==> src/rtl/hazard_stall_ctrl_pkg.sv <==
// Shared types and constants for the hazard stall/flush controller and its
// MUL/DIV sequencer.
package hazard_stall_ctrl_pkg;

  localparam int REG_W = 5;
  localparam logic [REG_W-1:0] REG_ZERO = '0;

  typedef enum logic [1:0] {
    MD_IDLE = 2'd0,
    MD_BUSY = 2'd1,
    MD_DONE = 2'd2
  } md_state_e;

  // A producer only matters if it targets a real register the consumer reads.
  function automatic logic reg_match(input logic [REG_W-1:0] src_rd,
                                     input logic [REG_W-1:0] id_r,
                                     input logic             use_r);
    return (src_rd != REG_ZERO) && (src_rd == id_r) && use_r;
  endfunction

endpackage

==> src/rtl/hazard_stall_ctrl_md_seq.sv <==
// MUL/DIV sequencer: IDLE -> BUSY (counted) -> DONE -> IDLE. md_block is high
// whenever a new MUL/DIV op or HI/LO access must wait.
module hazard_stall_ctrl_md_seq
  import hazard_stall_ctrl_pkg::*;
#(
  parameter int MUL_CYCLES = 4,
  parameter int DIV_CYCLES = 32,
  parameter int CNT_W      = 6
) (
  input  logic clk,
  input  logic rst,
  input  logic start_req,
  input  logic is_div,
  input  logic stall,
  output logic MD_Start,
  output logic MD_Busy,
  output logic MD_Done,
  output logic md_block
);

  localparam logic [CNT_W-1:0] MUL_LOAD = CNT_W'(MUL_CYCLES - 1);
  localparam logic [CNT_W-1:0] DIV_LOAD = CNT_W'(DIV_CYCLES - 1);

  md_state_e        state_q, state_d;
  logic [CNT_W-1:0] cnt_q, cnt_d;

  always_ff @(posedge clk) begin
    if (rst) begin
      state_q <= MD_IDLE;
      cnt_q   <= '0;
    end else begin
      state_q <= state_d;
      cnt_q   <= cnt_d;
    end
  end

  always_comb begin
    state_d  = state_q;
    cnt_d    = cnt_q;
    MD_Start = 1'b0;
    unique case (state_q)
      MD_IDLE: begin
        // stall already covers load-use, so a held op never starts early
        if (start_req && !stall) begin
          MD_Start = 1'b1;
          state_d  = MD_BUSY;
          cnt_d    = is_div ? DIV_LOAD : MUL_LOAD;
        end
      end
      MD_BUSY: begin
        if (cnt_q == '0) state_d = MD_DONE;
        else             cnt_d   = cnt_q - 1'b1;
      end
      MD_DONE: state_d = MD_IDLE;
      default: state_d = MD_IDLE;
    endcase
  end

  assign MD_Busy  = (state_q == MD_BUSY);
  assign MD_Done  = (state_q == MD_DONE) && !rst;
  assign md_block = (state_q != MD_IDLE);

endmodule

==> src/rtl/hazard_stall_ctrl.sv <==
// ID-stage stall/flush controller with MUL/DIV sequencer.
// Optional stall/flush performance counters built when HAZARD_PERF_EN is defined.
module hazard_stall_ctrl
  import hazard_stall_ctrl_pkg::*;
#(
  parameter int MUL_CYCLES = 4,
  parameter int DIV_CYCLES = 32,
  parameter int CNT_W      = 6
) (
  input  logic             clk,
  input  logic             rst,
  input  logic [REG_W-1:0] ID_rs,
  input  logic [REG_W-1:0] ID_rt,
  input  logic             ID_UseRs,
  input  logic             ID_UseRt,
  input  logic             ID_Branch,
  input  logic             ID_BranchTaken,
  input  logic             ID_MulDiv,
  input  logic             ID_IsDiv,
  input  logic             ID_UseHiLo,
  input  logic [REG_W-1:0] EX_RF_rd,
  input  logic             EX_RegWrite,
  input  logic             EX_MemRead,
  input  logic [REG_W-1:0] MEM_RF_rd,
  input  logic             MEM_MemRead,
  output logic             PC_Write,
  output logic             IF_ID_Write,
  output logic             IF_ID_Flush,
  output logic             ID_EX_Flush,
  output logic             MD_Start,
  output logic             MD_Busy,
  output logic             MD_Done,
  output logic [31:0]      Perf_StallCnt,
  output logic [31:0]      Perf_FlushCnt
);

  logic ex_match, mem_match;
  logic load_use, br_on_alu, br_on_load, md_stall;
  logic md_block, stall;

  assign ex_match  = reg_match(EX_RF_rd, ID_rs, ID_UseRs)  || reg_match(EX_RF_rd, ID_rt, ID_UseRt);
  assign mem_match = reg_match(MEM_RF_rd, ID_rs, ID_UseRs) || reg_match(MEM_RF_rd, ID_rt, ID_UseRt);

  assign load_use   = EX_MemRead && ex_match;
  assign br_on_alu  = ID_Branch && EX_RegWrite && !EX_MemRead && ex_match;
  assign br_on_load = ID_Branch && ((EX_MemRead && ex_match) || (MEM_MemRead && mem_match));
  assign md_stall   = (ID_MulDiv || ID_UseHiLo) && md_block;
  assign stall      = load_use || br_on_alu || br_on_load || md_stall;

  // Operands are not valid while stalled, so a stall masks the taken branch.
  assign PC_Write    = !stall;
  assign IF_ID_Write = !stall;
  assign ID_EX_Flush = stall;
  assign IF_ID_Flush = !stall && ID_BranchTaken;

  hazard_stall_ctrl_md_seq #(
    .MUL_CYCLES (MUL_CYCLES),
    .DIV_CYCLES (DIV_CYCLES),
    .CNT_W      (CNT_W)
  ) u_md_seq (
    .clk       (clk),
    .rst       (rst),
    .start_req (ID_MulDiv),
    .is_div    (ID_IsDiv),
    .stall     (stall),
    .MD_Start  (MD_Start),
    .MD_Busy   (MD_Busy),
    .MD_Done   (MD_Done),
    .md_block  (md_block)
  );

`ifdef HAZARD_PERF_EN
  logic [31:0] stall_cnt_q, flush_cnt_q;

  always_ff @(posedge clk) begin
    if (rst) begin
      stall_cnt_q <= '0;
      flush_cnt_q <= '0;
    end else begin
      if (stall && (stall_cnt_q != 32'hFFFF_FFFF))
        stall_cnt_q <= stall_cnt_q + 32'd1;
      if (IF_ID_Flush && (flush_cnt_q != 32'hFFFF_FFFF))
        flush_cnt_q <= flush_cnt_q + 32'd1;
    end
  end

  assign Perf_StallCnt = stall_cnt_q;
  assign Perf_FlushCnt = flush_cnt_q;
`else
  assign Perf_StallCnt = 32'd0;
  assign Perf_FlushCnt = 32'd0;
`endif

endmodule

==> config.mk <==
export PLATFORM = sky130hd
export DESIGN_NAME = hazard_stall_ctrl
export DESIGN_NICKNAME = d
export VERILOG_FILES = /design/src/rtl/hazard_stall_ctrl_pkg.sv /design/src/rtl/hazard_stall_ctrl_md_seq.sv /design/src/rtl/hazard_stall_ctrl.sv
export SDC_FILE = /design/constraint.sdc
export NUM_CORES = 1
export LEC_CHECK = 0
export CAP_MARGIN = 30
export CORE_MARGIN = 5
export CORE_UTILIZATION = 33
export DETAILED_ROUTE_END_ITERATION = 8
export PLACE_DENSITY = 0.86
export SLEW_MARGIN = 20
export SYNTH_ARGS = -nofsm -noshare
export SYNTH_HDL_FRONTEND = slang
export SYNTH_SLANG_ARGS = --single-unit
==> constraint.sdc <==
create_clock -name clk -period 3.3 [get_ports clk]
set_clock_uncertainty 0.15 [all_clocks]
set_input_delay 0.99 -clock clk [delete_from_list [all_inputs] [get_ports clk]]
set_output_delay 0.99 -clock clk [all_outputs]
set_load 0.02 [all_outputs]
==> results.txt <==
----------------------------------------------------
[Outcome]
  Status ... finished with violations
  Failing checks ... setup timing

[Global route]
  Pin count of the biggest net entering global routing ... 9
  First-pass GRT wire length ... 4257 µm
  Busiest grt layer ... met2
  Remaining global-route overflow ... 0
  GR Util All Layers ... 10.22%
  Met1 track demand over resource ... 11.39%
  Met3 track utilization from global routing ... 3.787%
  Met2 capacity usage during global routing ... 17.55%
  Via count of the first global-routing pass ... 957
  Initial antenna violation count ... 0

[CTS]
  Number of buffers added for setup after CTS ... 0
  Clock tree sinks ... 8
  Number of clock buffers inserted by TritonCTS ... 3
  Maximum clock insertion buffer count ... 2
  Clock Latency Late Sink ... 0.24 ns
  Reg clk slew, reported paths ... 0.05 ns
  TritonCTS clock tree ... done
  H-tree depth reported by CTS ... 1
  Clock root buffer ... clkbuf_8
  Hold-fix buffers at CTS ... 0

[Synthesis]
  Flip-flop and latch count after synthesis ... 8
  Top cells by area in the synthesized netlist ... buf_4 39%, xnor2_1 14%, dfxtp_1 13%
  Share of the yosys chip area belonging to registers ... 12.89%
  Post-synth top flop ... dfxtp_1
  EDFF count, synth ... 0
  Post-synthesis cell type with the largest combined area ... buf_4
  Synth Cell Area ... 0.001242 mm²
  Most frequent cell after synthesis ... buf_4
  Async set or reset register ratio after synthesis ... 0%
  Count of different cell masters after synthesis ... 33
  Commonest cells post-synth ... 65 x buf_4, 20 x xnor2_1, 10 x nand2_1
  Area share of the largest cell type after synthesis ... 39.27%
  Warning count from the yosys run ... 0
  Post-Syn Instances ... 163
  Avg Cell Area, Syn ... 7.622 µm²

[Placement]
  Number of buffer cells added on primary ports ... 38
  RD Place Congestion ... 0.8438
  Placed wire-length estimate after detailed placement ... 2551 µm
  Worst-case setup slack after placement ... -1.078 ns
  Inst Count DP ... 258

[Worst setup path]
  Critical path type ... in2out
  Beginning of the worst register-to-register path ... u_md_seq.cnt_q[2]
  Critical Path Sink Type ... primary output
  CP dominant cell by count ... buf_6
  Sort of element at the start of the critical path ... input port
  Cell family with most CP delay ... compound AO/OA/AOI/OAI gates
  Delay contributed by the slowest stage of the critical path ... 0.38 ns
  Crit path max fanout ... 3
  Cell with the largest stage delay on the worst path ... or3_4
  Data required time of the worst path ... 2.16 ns
  Buffers plus inverters on the worst setup path ... 4
  Crit path cell chain ... buf_6, or3_4, o311a_4, a221oi_4, buf_6, inv_4, buf_6
  Start point of the critical path ... MEM_RF_rd[0]
  Data arrival time at the worst-slack endpoint ... 2.37 ns

[Power and ir drop]
  Power per unit of standard cell area ... 342.9 mW/mm²
  Worst IR Drop VDD ... 0.0002098 V
  Leakage component of the power ... 0.7439 nW

[Die]
  Initial core utilization ... 33.94%
  Area of the die ... 0.005092 mm²
  Number of core rows ... 22
  I/O pin total ... 103
  Core area ... 0.003661 mm²
  Die W ... 71.36 µm
  Die Height ... 71.36 µm

[Worst hold path]
  Kind of path behind the tightest hold check ... reg2reg
  Startpoint of the most critical hold path ... u_md_seq.cnt_q[5]

[Route]
  TritonRoute pass-1 iters ... 4
  Routed Antenna Nets ... 0
  Post-detailed-route DRC marker count ... 0
  Iteration-0 DRC Markers ... 26
  Vias per Instance ... 4.126
  Avg WL per Cell ... 11.45 µm
  Total via count after detailed routing ... 1,077
  Detailed-route wire length ... 2989 µm

[STA]
  Worst slew margin relative to its limit ... 67.24%
  Unrepaired setup endpoints after global routing ... yes
  Post-route fraction of the period consumed by the critical path ... 106.5%
  Worst hold margin ... 0.3847 ns
  Slew of the pin with the lowest slew margin ... 0.4791 ns
  Maximum clock frequency ... 284.5 MHz
  Setup WS post-layout ... -0.2146 ns
  Final setup violation count ... 5
  Final hold vios ... 0
  Final Slew Violations ... 0
  Clock period minus final worst setup slack ... 3.515 ns

[Finish]
  Ratio of cells with drive above 1 in the final layout ... 16.90%
  Post-route non-filler standard cell count ... 261
  Count of filler cells inserted in the layout ... 387
  Antenna diodes ... 0
  Area overhead of the layout relative to synthesis ... 26.28%
  Final Net Count ... 249

[Flow run]
  Count of max-cap constraint violations ... 0

----------------------------------------------------
[registers in the layout, summed over array words and instances, names as in the netlist]
name,cells
u_md_seq.state_q,2
u_md_seq.cnt_q,6
[per-layer routing]
metal	vias to the layer above	routed length [µm]
li1	526	-
met1	474	1100
met2	70	1427
met3	7	418
met4	0	42
met5	-	0
[tightest hold or removal path: stages, from the launching register on]
cell	delay [ns]
dfxtp_1	0.33
nand2_1	0.07
o31a_1	0.11
[timing repair]
action | CTS | global route
gates cloned | 0 | 0
gates resized for setup | 64 | 13
endpoints found under the setup margin | 6 | 5
pin swaps | 5 | 6
[kinds of logic (layout without fill, tap and decap cells)]
group | after synthesis | in the layout | synth area share [%]
buffers and inverters | 73 | 60 | 41.69
and+or+nand+nor | 34 | 34 | 13.80
AOI/OAI and AO/OA | 25 | 25 | 15.21
xor gates and xnor gates | 20 | 20 | 14.10
DFF | 8 | 8 | 12.89
adders and majority gates | 2 | 2 | 2.014
other | 1 | 64 | 0.3018
[layout make-up]
class	instances	area [µm²]	share of cell area (%)
inverters	8	32.53	2.073
multi-input cells	145	844.6	53.83
flip-flops and latches	8	160.2	10.21
repair buffers	49	430.4	27.43
clock buffers	3	41.29	2.632
well taps	48	60.06	3.828
[power by group]
| group | switching [mW] | internal (mW) |
|---|---|---|
| clock | 0.0455 | 0.0797 |
| sequential | 0.0118 | 0.111 |
| combinational | 0.179 | 0.111 |
[stage by stage]
stage	total power, mW	instance area [µm²]	TNS, ns	util, %
after floorplan	0.3653	1499	-0.4744	-
after global placement	0.4060	1534	-5.252	41.90
after detailed placement	0.4106	1534	-5.224	41.90
after CTS	0.5335	1567	-1.364	42.79
after global routing	0.5706	1569	-1.246	42.86
final	0.5380	1569	-1.013	42.86
[cell usage in the layout, fill, tap and decap left out, types with 2 or more instances in the layout]
cell / instances
o21ai_0: 4
dfxtp_1: 8
ha_1: 2
nor2_1: 7
clkdlybuf4s50_1: 12
buf_6: 7
clkbuf_8: 3
a21oi_1: 2
xnor2_1: 20
conb_1: 64
nand2b_1: 2
o32ai_1: 3
o22ai_1: 2
nand3_1: 2
a21oi_2: 2
inv_1: 6
buf_4: 11
clkbuf_2: 4
dlygate4sd2_1: 13
nand2_1: 10
nand4_1: 5
[worst paths after layout]
check | to | slack [ns] | cells past startpoint
max | ID_EX_Flush | -0.21 | 7
min | u_md_seq.cnt_q[5] | 0.38 | 2
max reg2reg | u_md_seq.cnt_q[4] | 1.38 | 5
min reg2reg | u_md_seq.cnt_q[5] | 0.38 | 2
No activity file was read; power rests on OpenSTA's default activity.
